### config.mk
export PLATFORM = sky130hd
export DESIGN_NAME = app_mult_signed16_seq
export DESIGN_NICKNAME = d
export VERILOG_FILES = /design/src/rtl/mult_seq_pkg.sv /design/src/rtl/booth_pp_gen.sv /design/src/rtl/app_mult_signed16_seq.sv
export SDC_FILE = /design/constraint.sdc
export NUM_CORES = 1
export LEC_CHECK = 0
export ABC_CLOCK_PERIOD_IN_PS = 20500
export BUFFER_PORTS_ARGS = -buffer_cell sky130_fd_sc_hd__clkbuf_2
export CAP_MARGIN = 20
export CORE_ASPECT_RATIO = 1.25
export CORE_UTILIZATION = 52
export CTS_CLUSTER_DIAMETER = 200
export DETAILED_ROUTE_END_ITERATION = 8
export GPL_ROUTABILITY_DRIVEN = 1
export PLACE_DENSITY = 0.7
export SLEW_MARGIN = 20
export SYNTH_ARGS = -nofsm -noshare
export SYNTH_HDL_FRONTEND = slang
export SYNTH_SLANG_ARGS = --single-unit
export TNS_END_PERCENT = 30
### constraint.sdc
create_clock -name clk -period 20.5 [get_ports clk]
set_input_delay 3.075 -clock clk [delete_from_list [all_inputs] [get_ports clk]]
set_output_delay 3.075 -clock clk [all_outputs]
set_load 0.02 [all_outputs]
### src/rtl/mult_seq_pkg.sv
// Shared types and sizing helpers for the sequential radix-4 Booth multiplier.
package mult_seq_pkg;

    typedef enum logic [1:0] {
        IDLE = 2'd0,
        RUN  = 2'd1,
        DONE = 2'd2
    } state_e;

    // Radix-4 Booth digit selections: 0, +A, +2A, -A, -2A
    typedef enum logic [2:0] {
        SEL_ZERO = 3'd0,
        SEL_POS1 = 3'd1,
        SEL_POS2 = 3'd2,
        SEL_NEG1 = 3'd3,
        SEL_NEG2 = 3'd4
    } booth_sel_e;

    // Number of Booth steps for a given operand width (one per 2-bit digit)
    function automatic int steps_of(input int w);
        return w / 2;
    endfunction

    // Step-counter width for a given operand width; never narrower than 1 bit
    function automatic int step_w_of(input int w);
        return (w / 2 > 1) ? $clog2(w / 2) : 1;
    endfunction

    localparam int WIDTH_DEF = 16;
    localparam int STEPS     = steps_of(WIDTH_DEF);
    localparam int STEP_W    = step_w_of(WIDTH_DEF);

    // Window {b[2i+1], b[2i], b[2i-1]} -> digit -2*b[2i+1] + b[2i] + b[2i-1]
    function automatic booth_sel_e booth_decode(input logic [2:0] win);
        booth_sel_e sel;
        case (win)
            3'b001, 3'b010: sel = SEL_POS1;
            3'b011:         sel = SEL_POS2;
            3'b100:         sel = SEL_NEG2;
            3'b101, 3'b110: sel = SEL_NEG1;
            default:        sel = SEL_ZERO;
        endcase
        return sel;
    endfunction

endpackage

### src/rtl/booth_pp_gen.sv
// Combinational radix-4 Booth partial-product generator.
// Negative digits are produced as the one's complement of the selected
// multiple; the +1 that completes the two's complement is exported as
// neg so the accumulator can fold it in at the digit's weight.
module booth_pp_gen
    import mult_seq_pkg::*;
#(
    parameter int WIDTH = 16
) (
    input  logic signed [WIDTH-1:0] a,
    input  logic        [2:0]       win,
    output logic signed [WIDTH+1:0] pp,
    output logic                    neg
);

    booth_sel_e              sel;
    logic signed [WIDTH+1:0] a_ext;
    logic signed [WIDTH+1:0] mag;

    // Select the 0 / A / 2A multiple and conditionally invert it
    always_comb begin
        sel   = booth_decode(win);
        a_ext = {{2{a[WIDTH-1]}}, a};
        mag   = '0;
        neg   = 1'b0;
        case (sel)
            SEL_POS1: mag = a_ext;
            SEL_POS2: mag = a_ext <<< 1;
            SEL_NEG1: begin
                mag = a_ext;
                neg = 1'b1;
            end
            SEL_NEG2: begin
                mag = a_ext <<< 1;
                neg = 1'b1;
            end
            default: mag = '0;
        endcase
        pp = mag ^ {(WIDTH + 2){neg}};
    end

endmodule

### src/rtl/app_mult_signed16_seq.sv
// Sequential signed WIDTHxWIDTH multiplier with valid/ready on both sides.
// One radix-4 Booth digit of b is retired per RUN cycle through a single
// shared partial-product generator.
module app_mult_signed16_seq
    import mult_seq_pkg::*;
#(
    parameter int WIDTH = 16
) (
    input  logic                      clk,
    input  logic                      rst,
    input  logic                      in_valid,
    output logic                      in_ready,
    input  logic signed [WIDTH-1:0]   a,
    input  logic signed [WIDTH-1:0]   b,
    output logic                      out_valid,
    input  logic                      out_ready,
    output logic signed [2*WIDTH-1:0] product,
    output logic                      busy
);

    localparam int N_STEPS = steps_of(WIDTH);
    localparam int CNT_W   = step_w_of(WIDTH);
    localparam int ACC_W   = 2 * WIDTH;

    state_e                  state;
    state_e                  state_nxt;
    logic signed [WIDTH-1:0] a_r;
    logic signed [WIDTH-1:0] b_r;
    logic [CNT_W-1:0]        step;
    logic [ACC_W-1:0]        acc;
    logic [ACC_W-1:0]        acc_nxt;
    logic [ACC_W-1:0]        pp_ext;
    logic [WIDTH:0]          b_ext;
    logic [2:0]              win;
    logic signed [WIDTH+1:0] pp;
    logic                    pp_neg;
    logic                    accept;
    logic                    last_step;
    logic                    release_out;

    assign accept      = in_valid && in_ready;
    assign last_step   = (state == RUN) && (step == CNT_W'(N_STEPS - 1));
    assign release_out = out_valid && out_ready;

    // b with the implicit b[-1] = 0 appended below bit 0
    assign b_ext = {b_r, 1'b0};
    assign win   = b_ext[{step, 1'b0} +: 3];

    booth_pp_gen #(.WIDTH(WIDTH)) u_pp_gen (
        .a   (a_r),
        .win (win),
        .pp  (pp),
        .neg (pp_neg)
    );

    // Weight the partial product by 4^step and add the deferred negate carry
    always_comb begin
        pp_ext  = {{(ACC_W - WIDTH - 2){pp[WIDTH+1]}}, pp};
        acc_nxt = acc + (pp_ext << {step, 1'b0})
                      + (ACC_W'(pp_neg) << {step, 1'b0});
    end

    // State register
    always_ff @(posedge clk or posedge rst) begin
        if (rst) state <= IDLE;
        else     state <= state_nxt;
    end

    // Next-state logic
    always_comb begin
        state_nxt = state;
        case (state)
            IDLE:    if (accept)      state_nxt = RUN;
            RUN:     if (last_step)   state_nxt = DONE;
            DONE:    if (release_out) state_nxt = IDLE;
            default: state_nxt = IDLE;
        endcase
    end

    // Handshake and status outputs decoded from state
    always_comb begin
        in_ready  = (state == IDLE) && !rst;
        out_valid = (state == DONE);
        busy      = (state != IDLE);
    end

    // Operand capture, step counter, accumulator and result register
    always_ff @(posedge clk or posedge rst) begin
        if (rst) begin
            a_r     <= '0;
            b_r     <= '0;
            step    <= '0;
            acc     <= '0;
            product <= '0;
        end else if (accept) begin
            a_r  <= a;
            b_r  <= b;
            acc  <= '0;
            step <= '0;
        end else if (state == RUN) begin
            acc  <= acc_nxt;
            step <= step + CNT_W'(1);
            if (last_step) product <= acc_nxt;
        end
    end

endmodule

==> impl_metrics.py <==
metrics = {
    "final_layout": {
        "area_delta_synth_final_pct": 10.5,
        "fill_cells": 1314,
        "layout-drive-gt1-share_pct": 13.5,
        "multi_input_area_mm2": 0.00461,
        "ff_latch_area_mm2": 0.00253,
        "num_antenna_cells": 0,
        "fin_nets": 1029,
    },
    "route": {
        "drtAntennaViolNets": 0,
        "wl_mm": 18.1,
        "drc": 0,
        "routedWlPerCell_um": 16.4,
        "drt_iter0_drc": 329,
        "viasPerCell": 5.77,
        "vias": 6381,
        "dr.pass1.iters": 5,
    },
    "critical_path": {
        "cp.required_ns": 20.74,
        "worstSetupStartpointType": "register",
        "end_kind": "register",
        "worstSetupPathType": "register to register",
        "crit_fanout": 27,
        "rr_startpoint": "step[0]",
        "cp.arrival_ns": 7.68,
        "crit_path_start": "step[0]",
    },
    "grt": {
        "antenna_found_initial": 0,
        "grt_max_degree": 63,
        "track_usage_pct": 25.8,
        "grt_first_pass_wirelength_mm": 29.6,
        "grt-ovfl-total": 0,
        "grt_pass1_vias": 6086,
    },
    "synthesis": {
        "yosys.cell_types.count": 65,
        "synth_fp_nets": 993,
        "ys_seq_area_share_pct": 33.9,
        "synth_area_leaders": "dfrtp_1 34%, ha_1 9.9%, nand2_1 9.9%, o21ai_0 6.0%, a21oi_1 3.8%",
        "synth_flop_cell": "dfrtp_1",
        "yosysWarnings": 0,
        "syn_area_mm2": 0.00746,
        "ys_ff_latch": 101,
        "synth_area_leader_cell": "dfrtp_1",
        "syn_inst": 889,
        "synthArstFlopShare_pct": 100,
        "syn_area_per_cell_um2": 8.39,
        "synth-edff-count": 0,
        "synth_top_area_share_pct": 33.9,
    },
    "placement": {
        "gp_congestion": 0.910,
        "hpwl_mm": 13.3,
        "port_buffers": 70,
    },
    "clock_network": {
        "post-cts-setup-buffers": 0,
        "root_buffer": "clkbuf_16",
        "cts_buffers": 9,
        "ctsResizeCount": 0,
        "h-tree-depth": 3,
        "clk_latency_ns": 0.36,
        "cts_max_path_buffers": 2,
        "tritoncts": "done",
        "clk_pin_slew_ns": 0.07,
        "clock_sinks": 101,
        "holdBufCountCts": 0,
    },
    "die": {
        "num_io_pins": 71,
        "die_w_um": 109,
        "initial_core_util_pct": 53.5,
        "fp.dieArea_mm2": 0.0148,
        "dieHeight_um": 136,
        "coreArea_mm2": 0.0139,
        "rows": 48,
    },
    "sta": {
        "slew_headroom_pct": 32.5,
        "fin_crit_sh_pct": 36.3,
        "setup_viol": 0,
        "rsz0062_at_grt": "no",
        "whs_ns": 0.473,
        "fmax_ghz": 0.134,
        "hold_viol": 0,
        "skew_ns": 0.00907,
        "tightest_slew_ns": 1.01,
        "period_needed_ns": 7.44,
        "slew_viol_final": 0,
        "tns_ns": 0,
    },
    "status": {
        "outcome": "complete, no violations",
    },
    "min_path": {
        "worstHoldStart": "b_r[4]",
        "hold_path.class": "register to register",
    },
    "job": {
        "maxCapViolCount": 0,
    },
}
==> worst paths after layout <==
kind / endpoint / slack, ns / cells after the start
max: product[29] / 13.06 / 22
min: b_r[4] / 0.47 / 2
max reg2reg: product[29] / 13.06 / 22
min reg2reg: b_r[4] / 0.47 / 2
max in group asynchronous: acc[11] / 16.57 / 3
min in group asynchronous: b_r[3] / 2.74 / 2
==> state kept, by name, indices dropped and copies added (netlist names) <==
name	flops
a_r	16
acc	32
b_r	16
product	32
state	2
step	3
==> final cells by class <==
class	count	share of cell area, %
Timing Repair Buffer	79	5.38
Tap cell	175	2.66
Clock buffer	10	2.90
Inverter	26	1.22
Multi-Input combinational cell	708	56.0
Clock inverter	6	1.15
Sequential cell	101	30.7
==> cells by family after synthesis <==
kind of cell | after synthesis | share of synthesized area, %
AO/OA/AOI/OAI | 235 | 19.3
XOR/XNOR | 51 | 6.09
buffers and inverters | 80 | 4.31
adder cells (fa/ha/maj) | 68 | 12.3
multiplexers | 33 | 5.69
flip-flops | 101 | 33.9
AND/OR/NAND/NOR | 321 | 18.4
==> synth_stat cells, types with 2 or more instances <==
cell type  instances
a21o_1            13
o2bb2ai_1          2
or2_2              3
a32o_1             4
xor2_1            24
inv_1             25
xnor2_1           26
nor3_1             8
dfrtp_1          101
a221oi_1           2
and2_1             6
o211ai_1           6
mux2_2            10
a31oi_1            7
mux2i_1           15
a211o_1            2
buf_6              2
and3_1             9
o21a_1             5
o21ai_1            4
a22oi_2            2
nor2b_1            5
buf_2              2
a22o_1             5
o22ai_1            3
mux4_2             5
o22a_1             2
or3_1              3
nand3_1           39
fa_1               9
o21ai_0           90
nand3b_1           2
nand2_1          196
o31ai_1            7
nor2_1            40
ha_1              59
clkbuf_1          46
a32oi_1            2
a211oi_1          12
nand2b_1           4
buf_1              3
a21oi_1           56
==> critical path: stages (launching register included) <==
cell and delay, ns:
dfrtp_1 0.84, inv_1 0.42, o31ai_1 0.31, a221o_1 0.24, ha_1 0.69, nand2_1 0.24, nor3b_1 0.19, o21ai_0 0.17
a21oi_1 0.09, a211oi_1 0.60, mux2i_1 0.25, mux2i_1 0.32, mux2i_1 0.18, fa_1 0.48, ha_1 0.46, and3_1 0.23
o211ai_1 0.13, o31ai_1 0.44, o41a_1 0.23, nor4_1 0.06, or3_1 0.38, xor2_1 0.24, o21ai_0 0.11
==> cell usage in the layout, fill, tap and decap left out, drive strengths merged, types with 4 or more instances in the layout <==
cell type  netlist  routed
a211oi          12      12
a21o            13      13
a21oi           56      56
a22o             5       5
a31oi            8       8
a32o             4       4
and2             7       7
and3             9       9
buf              8       9
clkbuf          46      80
dfrtp          101     101
fa               9       9
ha              59      59
inv             26      27
mux2            12      12
mux2i           16      16
mux4             5       5
nand2          196     196
nand2b           4       4
nand3           39      39
nor2            40      40
nor2b            5       5
nor3             8       8
o211ai           6       6
o21a             5       5
o21ai           94      94
o31ai            7       7
xnor2           27      27
xor2            24      24
==> per-layer routing <==
metal	vias to the layer above	GRT usage, %	wire, um
met5	-	0	0
met1	3045	31.2	7750
met2	137	45.9	9350
met3	23	4.22	622
li1	3176	-	-
met4	0	8.18	370
==> metrics by stage <==
| stage | area (um2) | setup WS, ns | instances | util, % |
|---|---|---|---|---|
| after floorplan | 7460 | 13.93 | 889 | - |
| after global placement | 7860 | 13.18 | 1087 | 56.4 |
| after detailed placement | 7880 | 13.11 | 1088 | 56.6 |
| after CTS | 8220 | 13.07 | 1104 | 59.0 |
| after global routing | 8240 | 12.47 | 1105 | 59.1 |
| final | 8240 | 13.06 | 1105 | 59.1 |
Power is left out: the tool's default activity adds up to more than one toggle a clock period on the data nets, which glitch-free logic cannot reach.
